`config.mk`:
```
export PLATFORM = sky130hd
export DESIGN_NAME = mem_port_arbiter
export DESIGN_NICKNAME = d
export VERILOG_FILES = /design/src/rtl/mem_port_arbiter.sv
export SDC_FILE = /design/constraint.sdc
export NUM_CORES = 1
export LEC_CHECK = 0
export CAP_MARGIN = 30
export CORE_MARGIN = 5
export CORE_UTILIZATION = 36
export DETAILED_ROUTE_END_ITERATION = 8
export GPL_TIMING_DRIVEN = 0
export PLACE_DENSITY = 0.83
export SYNTH_ARGS = -nofsm -noshare
export SYNTH_HDL_FRONTEND = slang
export SYNTH_SLANG_ARGS = --single-unit
```
`constraint.sdc`:
```
create_clock -name clk -period 2.25 [get_ports clk]
set_input_delay 0.225 -clock clk [delete_from_list [all_inputs] [get_ports clk]]
set_output_delay 0.225 -clock clk [all_outputs]
set_load 0.02 [all_outputs]
```
`src/rtl/mem_port_arbiter.sv`:
```
// Shares one SRAM-like memory port between instruction fetch and load/store, one transaction in flight.
// Latency: mem_req one cycle after req is sampled; backpressure: requesters hold req until addr_ok.
module mem_port_arbiter #(
  parameter int STARVE_MAX = 4,
  parameter int CNT_W      = 3
) (
  input  logic        clk,
  input  logic        rst,
  input  logic        inst_req,
  input  logic [31:0] inst_addr,
  input  logic        inst_cancel,
  output logic        inst_addr_ok,
  output logic        inst_data_ok,
  output logic [31:0] inst_rdata,
  input  logic        data_req,
  input  logic        data_wr,
  input  logic [3:0]  data_wstrb,
  input  logic [31:0] data_addr,
  input  logic [31:0] data_wdata,
  output logic        data_addr_ok,
  output logic        data_data_ok,
  output logic [31:0] data_rdata,
  output logic        mem_req,
  output logic        mem_wr,
  output logic [3:0]  mem_wstrb,
  output logic [31:0] mem_addr,
  output logic [31:0] mem_wdata,
  input  logic        mem_addr_ok,
  input  logic        mem_data_ok,
  input  logic [31:0] mem_rdata,
  output logic        busy
);

  typedef enum logic [1:0] {IDLE, REQ, RESP} state_t;

  localparam logic [CNT_W-1:0] STARVE_LIM = CNT_W'(STARVE_MAX);

  state_t           state, state_nxt;
  logic             grant_inst, grant_inst_nxt;
  logic [CNT_W-1:0] starve_cnt, starve_cnt_nxt;
  logic             drop, drop_nxt;
  logic [31:0]      lat_addr, lat_addr_nxt;
  logic             lat_wr, lat_wr_nxt;
  logic [3:0]       lat_wstrb, lat_wstrb_nxt;
  logic [31:0]      lat_wdata, lat_wdata_nxt;
  logic             pick_inst;

  always_ff @(posedge clk) begin
    if (!rst) begin
      state      <= IDLE;
      grant_inst <= 1'b0;
      starve_cnt <= '0;
      drop       <= 1'b0;
      lat_addr   <= '0;
      lat_wr     <= 1'b0;
      lat_wstrb  <= '0;
      lat_wdata  <= '0;
    end else begin
      state      <= state_nxt;
      grant_inst <= grant_inst_nxt;
      starve_cnt <= starve_cnt_nxt;
      drop       <= drop_nxt;
      lat_addr   <= lat_addr_nxt;
      lat_wr     <= lat_wr_nxt;
      lat_wstrb  <= lat_wstrb_nxt;
      lat_wdata  <= lat_wdata_nxt;
    end
  end

  always_comb begin
    state_nxt      = state;
    grant_inst_nxt = grant_inst;
    starve_cnt_nxt = starve_cnt;
    drop_nxt       = drop;
    lat_addr_nxt   = lat_addr;
    lat_wr_nxt     = lat_wr;
    lat_wstrb_nxt  = lat_wstrb;
    lat_wdata_nxt  = lat_wdata;
    pick_inst      = 1'b0;
    inst_addr_ok   = 1'b0;
    inst_data_ok   = 1'b0;
    inst_rdata     = '0;
    data_addr_ok   = 1'b0;
    data_data_ok   = 1'b0;
    data_rdata     = '0;
    mem_req        = 1'b0;
    mem_wr         = 1'b0;
    mem_wstrb      = '0;
    mem_addr       = '0;
    mem_wdata      = '0;
    busy           = 1'b0;

    case (state)
      IDLE: begin
        if (inst_req || data_req) begin
          // Fetch wins a contested slot only after STARVE_MAX consecutive losses
          pick_inst = inst_req && (!data_req || (STARVE_MAX != 0 && starve_cnt == STARVE_LIM));
          grant_inst_nxt = pick_inst;
          state_nxt      = REQ;
          drop_nxt       = 1'b0;
          if (pick_inst) begin
            lat_addr_nxt   = inst_addr;
            lat_wr_nxt     = 1'b0;
            lat_wstrb_nxt  = '0;
            lat_wdata_nxt  = '0;
            starve_cnt_nxt = '0;
          end else begin
            lat_addr_nxt  = data_addr;
            lat_wr_nxt    = data_wr;
            lat_wstrb_nxt = data_wstrb;
            lat_wdata_nxt = data_wdata;
            if (inst_req && starve_cnt != STARVE_LIM)
              starve_cnt_nxt = starve_cnt + CNT_W'(1);
          end
        end
      end

      REQ: begin
        busy         = 1'b1;
        mem_req      = 1'b1;
        mem_wr       = lat_wr;
        mem_wstrb    = lat_wstrb;
        mem_addr     = lat_addr;
        mem_wdata    = lat_wdata;
        inst_addr_ok = grant_inst && mem_addr_ok;
        data_addr_ok = !grant_inst && mem_addr_ok;
        if (grant_inst && inst_cancel && !mem_addr_ok) begin
          state_nxt = IDLE;
          drop_nxt  = 1'b0;
        end else if (mem_addr_ok) begin
          state_nxt = RESP;
          drop_nxt  = grant_inst && inst_cancel;
        end
      end

      RESP: begin
        busy = 1'b1;
        if (grant_inst) begin
          inst_rdata   = mem_rdata;
          inst_data_ok = mem_data_ok && !drop && !inst_cancel;
          drop_nxt     = drop || inst_cancel;
        end else begin
          data_rdata   = mem_rdata;
          data_data_ok = mem_data_ok;
        end
        if (mem_data_ok) begin
          state_nxt = IDLE;
          drop_nxt  = 1'b0;
        end
      end

      default: state_nxt = IDLE;
    endcase
  end

endmodule

```
Word-level counts from Yosys, hierarchy flattened

Index checks and enable logic that the tools add are counted.

Eq/ne operators: 8
Order comparisons: 0
Add/subtract/negate cells: 1
Shifts and indexed selects: 0
Bitwise logic cells: 0
Divide/modulo/power cells: 0
Reductions and logical operators: 24
Muxes and demuxes: 33
Multiply operators: 0

Operators by type and width:

| cell                  | number |
|---|---|
| $mux W32              | 8 |
| $mux W1               | 15 |
| $ne A3 B3 Y1 const B  | 3 |
| $logic_and A1 B1 Y1   | 8 |
| $mux W2               | 4 |
| $mux W4               | 2 |
| $mux W3               | 2 |
| $pmux W2 S3           | 1 |
| $reduce_and A3 Y1     | 2 |
| $logic_not A1 Y1      | 5 |
| $ne A2 B2 Y1 const B  | 2 |
| $reduce_and A4 Y1     | 1 |
| $add A3 B1 Y3 const B | 1 |
| $eq A3 B3 Y1 const B  | 1 |
| $logic_or A1 B1 Y1    | 3 |
| $pmux W1 S3           | 1 |
| $reduce_bool A3 Y1    | 1 |
| $eq A2 B1 Y1 const B  | 1 |
| $eq A2 B2 Y1 const B  | 1 |
| $logic_not A2 Y1      | 1 |
| $reduce_and A2 Y1     | 1 |
| $reduce_bool A2 Y1    | 1 |
| $reduce_or A2 Y1      | 1 |

Latch bits: 0
Memory bits (read-only): 0
Flip-flop bits (word level): 76
Input bits: 140
Memory bits (writable): 0
Memories kept: 0

Logic depth before layout (Yosys ltp)

Gate-level depths: netlist of the first run.

Depth after elaboration: 5
Mapped depth: 9
Mapped depth without buffers: 6

Worst setup path after synthesis of the first run

No wires, ideal clock.

Path type: reg2out
From: register state[0]
To: output port data_rdata[10]
Arrival time: 1399 ps
Data required time: 2025 ps
Setup slack: 626 ps
Cell stages (with the launch flop): 6
Buffers on the path: 1
Cell sequence: dfxtp_1 -> inv_1 -> ha_1 -> nor2b_1 -> clkbuf_1 -> and2_1

Cells in the longest elaborated chain, start to end: 2

Ends and longest elaborated chain:

| item                     | line | source |
|---|---|---|
| start: declaration       | 38   | `state_t state, state_nxt;` |
| start signal: assignment | 59   | `state <= state_nxt;` |
| $eq A2 B2 Y1             | 93   | `case (state)` |
| $mux W32                 | 93   |  |
| end: declaration         | 22   | `output logic [31:0] data_rdata,` |

Every way passes these cells.

Worst setup path after layout of the first run

From: register grant_inst
To: output port inst_rdata[9]

Cells in the longest elaborated chain, start to end: 2

Ends and longest elaborated chain:

| item                     | line | source |
|---|---|---|
| start: declaration       | 39   | `logic grant_inst, grant_inst_nxt;` |
| start signal: assignment | 60   | `grant_inst <= grant_inst_nxt;` |
| $mux W32                 | 138  | `if (grant_inst) begin` |
| $mux W32                 | 93   |  |
| end: declaration         | 14   | `output logic [31:0] inst_rdata,` |

Every way passes these cells.

==> results of run 1 <==
## state kept, by name (all words and copies together), names as in the netlist
register / cells
starve_cnt: 3
lat_wdata: 32
lat_wstrb: 4
lat_addr: 32
state: 2
drop: 1
lat_wr: 1
grant_inst: 1
## power breakdown
group          switching, W  internal [W]
sequential        0.0000700       0.00150
clock              0.000593      0.000787
combinational      0.000715      0.000571
## routing by layer
layer  track usage, %  vias to the layer above
met1             26.9                     2285
met3             7.57                       35
met2             45.0                      241
met5                0                        -
met4             12.1                        0
li1                 -                     2451
## cell type report
cell class	count	area (um^2)	share of cell area, %
sequential	76	1520	21.2
inverter	7	26.3	0.366
buffer	53	268	3.73
antenna	4	10.0	0.139
multi-input combinational	423	2290	31.9
tap	140	175	2.44
clock buffer	10	239	3.33
clock inverter	6	47.5	0.662
timing repair buffer	277	2610	36.3
## worst max-delay path, cell delays in order, from the launching register on
cell and delay [ns]:
dfxtp_1 0.38, buf_2 0.24, clkbuf_2 0.22, and3_1 0.18, clkdlybuf4s50_1 0.60
## cells in the final DEF, fill, tap and decap left out, types with 2 or more instances in the layout
cell	n
and2_1	104
nor2_1	5
o21ai_0	35
clkinv_4	2
clkbuf_4	5
clkdlybuf4s15_1	13
nand3_1	38
inv_1	6
dlymetal6s2s_1	8
clkbuf_1	19
and3_1	33
nand2b_1	2
clkdlybuf4s50_1	142
clkbuf_2	22
or3_1	2
a21oi_1	105
nand2_1	79
dfxtp_1	75
ha_1	5
buf_1	2
buf_2	12
diode_2	4
clkbuf_16	9
buf_4	4
inv_6	2
dlygate4sd2_1	102
## through the flow
step                area, um^2  total power, W  utilization [%]  worst slack (ns)
floorplan                 4050         0.00225                -             0.626
global placement          7000         0.00289             64.0            -0.202
detailed placement        7000         0.00292             64.0            -0.252
CTS                       7170         0.00426             65.5           0.00409
global route              7180         0.00447             65.7           0.00208
finish                    7180         0.00423             65.7            0.0672
## worst max path at each step
stage	depth (start not counted)	slack [ns]	endpoint
final	4	0.07	inst_rdata[9]
after global routing	4	0.002	inst_rdata[9]
after CTS	5	0.004	inst_rdata[22]
after detailed placement	6	-0.25	data_rdata[13]
after global placement	6	-0.20	data_rdata[13]
after floorplan	5	0.63	data_rdata[10]
## cell usage after synthesis (3+ instances only)
| master | count |
|---|---|
| ha_1 | 6 |
| buf_4 | 3 |
| and3_1 | 33 |
| nand2_1 | 79 |
| dfxtp_1 | 76 |
| and2_1 | 104 |
| nor2_1 | 5 |
| a21oi_1 | 105 |
| o21ai_0 | 35 |
| clkbuf_1 | 36 |
| inv_1 | 6 |
| buf_2 | 11 |
| nand3_1 | 38 |
## cell families (layout without fill, tap and decap cells)
kind of cell    count (synthesis)  in the layout  synth area share, %
simple gates                  269            269                 35.2
buf+inv                        60            353                 6.37
fa+ha+maj                       6              6                 1.85
other cells                     0              4                    0
mux                             1              1                0.247
flops                          76             76                 37.6
compound gates                147            147                 18.8
## repair_timing
item                                    in CTS  in global routing
endpoints found under the setup margin     134                 39
hold buffers                                 0                  0
hold endpoints to repair                     0                  0
gates resized for setup                    151                 53
==> impl_metrics.env, run 1 <==
export IMPL_max_freq_ghz=0.458
export IMPL_antenna_found_initial=4
export IMPL_tritoncts="yes"
export IMPL_tns_ns=0
export IMPL_finalSetupViolCount=0
export IMPL_drc=0
export IMPL_synth_top_area_share_pct=37.6
export IMPL_hold_slack_ns=0.373
export IMPL_ys_top_cells_by_area="dfxtp_1 38%, and2_1 16%, a21oi_1 13%, nand2_1 7.3%, and3_1 5.1%"
export IMPL_cts_root_buf="clkbuf_16"
export IMPL_fin_skew_ns=0.00840
export IMPL_drt_met1_wl_um=6420
export IMPL_fp_dieArea_um2=13500
export IMPL_min_to="drop"
export IMPL_rsz0062_at_grt="no"
export IMPL_cts_buffers=9
export IMPL_die_width_um=116
export IMPL_clk_latency_ns=0.34
export IMPL_vias_per_cell=5.03
export IMPL_ys_flop_type="dfxtp_1"
export IMPL_start_util_pct=37.0
export IMPL_fin_crit_ns=2.18
export IMPL_final_cells=996
export IMPL_tightestPinTransition_ns=0.685
export IMPL_die_height_um=116
export IMPL_r2r_end="lat_addr[25]"
export IMPL_clkSlewWorstSetupHoldPaths_ns=0.06
export IMPL_routed_top_layer="met4"
export IMPL_syn_to_final_growth_pct=77.4
export IMPL_async_reset_ff_share_pct=0
export IMPL_h_tree_depth=3
export IMPL_cts_buffer_depth=2
export IMPL_worstSetupStartpoint="grant_inst"
export IMPL_crit_path_max_fanout=10
export IMPL_p_leak_nw=3.61
export IMPL_grt_pass1_vias=5032
export IMPL_hold_viol=0
export IMPL_antenna_left=0
export IMPL_grt_pass1_wl_um=26200
export IMPL_grt_ovfl_total=0
export IMPL_num_rows=38
export IMPL_hold_depth=3
export IMPL_seq_area_frac_synth_pct=37.6
export IMPL_rr_startpoint="state[0]"
export IMPL_coreArea_um2=10900
export IMPL_drt_iter0_markers=289
export IMPL_endpoint_kind="output pin"
export IMPL_reg2regPathDepth=7
export IMPL_hp_start="rst"
export IMPL_met2_wirelength_um=9080
export IMPL_grt_max_degree=15
export IMPL_cp_required_ns=2.03
export IMPL_post_cts_buffers=0
export IMPL_wl_met3_um=1650
export IMPL_fin_crit_sh_pct=97.0
export IMPL_cap_violations=0
export IMPL_dpl_cell_count=976
export IMPL_ys_types=31
export IMPL_p_per_area_nw_per_um2=590
export IMPL_nFillCells=1003
export IMPL_ir_drop_v=0.000510
export IMPL_regToRegSetupSlack_ns=0.18
export IMPL_yosys_area_top_type="dfxtp_1"
export IMPL_crit_arrival_ns=1.96
export IMPL_grt_use_total_pct=25.1
export IMPL_gp_congestion=0.955
export IMPL_cts_sinks=76
export IMPL_netlist_instances=559
export IMPL_drive_gt1_share_pct=7.63
export IMPL_wirelength_um=17700
export IMPL_postSynthAreaPerCell_um2=7.24
export IMPL_port_buffer_count=277
export IMPL_syn_nets=705
export IMPL_pin_count=279
export IMPL_status="complete, no violations"
export IMPL_dp_hpwl_um=14300
export IMPL_maxSlewViolCount=0
export IMPL_synth_edff_count=0
export IMPL_synth_area_um2=4050
export IMPL_worst_setup_path_start_kind="register"
export IMPL_vias=5012
export IMPL_synth_warning_count=0
export IMPL_synth_ff_latch_count=76
export IMPL_slew_limit_headroom_pct=54.0
export IMPL_worstSetupPathType="reg -> out"
export IMPL_final_nets=993
export IMPL_wire_per_inst_um=17.8
export IMPL_hp_class="in -> reg"
export IMPL_firstDrtPassIters=4
Power figures use the tool's default switching activity.
==> inputs of run 2 (changes only) <==
--- a/config.mk
+++ b/config.mk
@@ -5,7 +5,7 @@
 export SDC_FILE = /design/constraint.sdc
 export NUM_CORES = 1
 export LEC_CHECK = 0
-export CAP_MARGIN = 30
+export CAP_MARGIN = 20
 export CORE_MARGIN = 5
 export CORE_UTILIZATION = 36
 export DETAILED_ROUTE_END_ITERATION = 8
==> results of run 2 <==
The final DEF is identical to that of run 1; final timing and power are the same.
==> inputs of run 3 (changes only) <==
--- a/config.mk
+++ b/config.mk
@@ -5,7 +5,7 @@
 export SDC_FILE = /design/constraint.sdc
 export NUM_CORES = 1
 export LEC_CHECK = 0
-export CAP_MARGIN = 20
+export CAP_MARGIN = 0
 export CORE_MARGIN = 5
 export CORE_UTILIZATION = 36
 export DETAILED_ROUTE_END_ITERATION = 8
==> results of run 3 <==
The final DEF is identical to that of run 1; final timing and power are the same.
==> variant, RTL diff (settings of run 3) <==
Encoding of `state_t`: now one-hot (3 bits for 3 states).
--- a/src/rtl/mem_port_arbiter.sv
+++ b/src/rtl/mem_port_arbiter.sv
@@ -33,3 +33,3 @@
 
-  typedef enum logic [1:0] {IDLE, REQ, RESP} state_t;
+  typedef enum logic [2:0] {IDLE = 3'b001, REQ = 3'b010, RESP = 3'b100} state_t;
 
Function: no difference found for any inputs over 4 cycles, from zero or initial values and one cycle with rst low; so few cycles prove little.
==> variant against run 3 <==
Wire length decreased by 13%; total power increased by 4.8%; final area increased by 1.6%; largest power group is now clock; setup slack improved by 20 ps; highest routed layer unchanged; area after synthesis increased by 2.7%; sequential cell count increased by 1; die area increased by 2.4%.
==> variant: results <==
[pwr]
ir_drop_uv = 511.3
p_leak_nw = 3.353
power_frac_comb_pct = 21.1
swShare_pct = 24.67
power.density_nw_per_um2 = 607.9

[finish]
final_nets = 921
bufAreaShareNonClock_pct = 37.53
n_fill_cell = 984
num-multi-input-gates = 367
n_all_inverters = 3

[global_route]
grt_pass1_vias = 4695
antenna_found_initial = 0
grt_max_degree = 14
grt_usage_pct = 20.99
grt_pass1_wl_mm = 23.94

[routing]
vias = 4562
first_iter_violations = 168
routed_wl_mm = 15.45
routed_via_density = 4.921

[worst_setup_path]
r2r_setup_slack_ps = 240
crit_path_end = mem_addr[0]
slowest_stage = dfxtp_1
critPathMaxStageDelay_ps = 320
startpoint = state[0]$_SDFFE_PN1P_
r2r-start = starve_cnt[0]$_SDFFE_PN0P_

[synth]
yosysUniqueCellTypes = 39
synthCells = 491
synth_fp_nets = 633
ys_seq_area_share_pct = 37.09
synth_common_cells = and2_1, dfxtp_1, nor2b_1
avgSynthCellArea_sq_um = 8.465
synth_seq_cells = 77
synthTopCellsByArea = dfxtp_1, and2_1, mux2i_1

[placed_design]
dp_slack_ps = -630.2
dp_cells = 911
gp_congestion = 0.8437
dp_hpwl_mm = 12.39

[worst_hold_path]
min_from = inst_req

[timing]
holdWs_ps = 305.1
post-route-min-period_ps = 2162
skew_ps = 4.075

[run_status]
status = finished, final reports clean
## variant: cell types whose count changed after synthesis, moves of 4 or more
cell | before | now
a22oi_1 | 1 | 37
and2_1 | 104 | 134
clkbuf_1 | 36 | 32
nor2b_1 | 2 | 40
nand3_1 | 38 | 1
mux2i_1 | 1 | 32
nand2_1 | 79 | 10
ha_1 | 6 | 2
a21oi_1 | 105 | 37
and3_1 | 33 | 3
## variant: routing by layer
metal	GRT usage, %	share of wire, %
met1	22.43	39
met2	39.14	52
met3	7.064	7.5
met4	5.591	1.4
met5	0	0
## variant: logic make-up (layout without fill, tap and decap cells)
group	after synthesis	count (layout)	share of synthesized area (%)
and+or+nand+nor	210	210	31.16
AOI/OAI and AO/OA	123	123	18.39
DFF	77	77	37.09
buffers and inverters	47	340	5.057
muxes	32	32	7.706
adders and majority gates	2	2	0.6020
## variant: repair_timing
item / CTS / global route
gates resized for setup: 256 / 112
pin swaps: 1 / 1
buffers inserted: 0 / 2
endpoints found under the setup margin: 138 / 124
gates cloned: 0 / 0
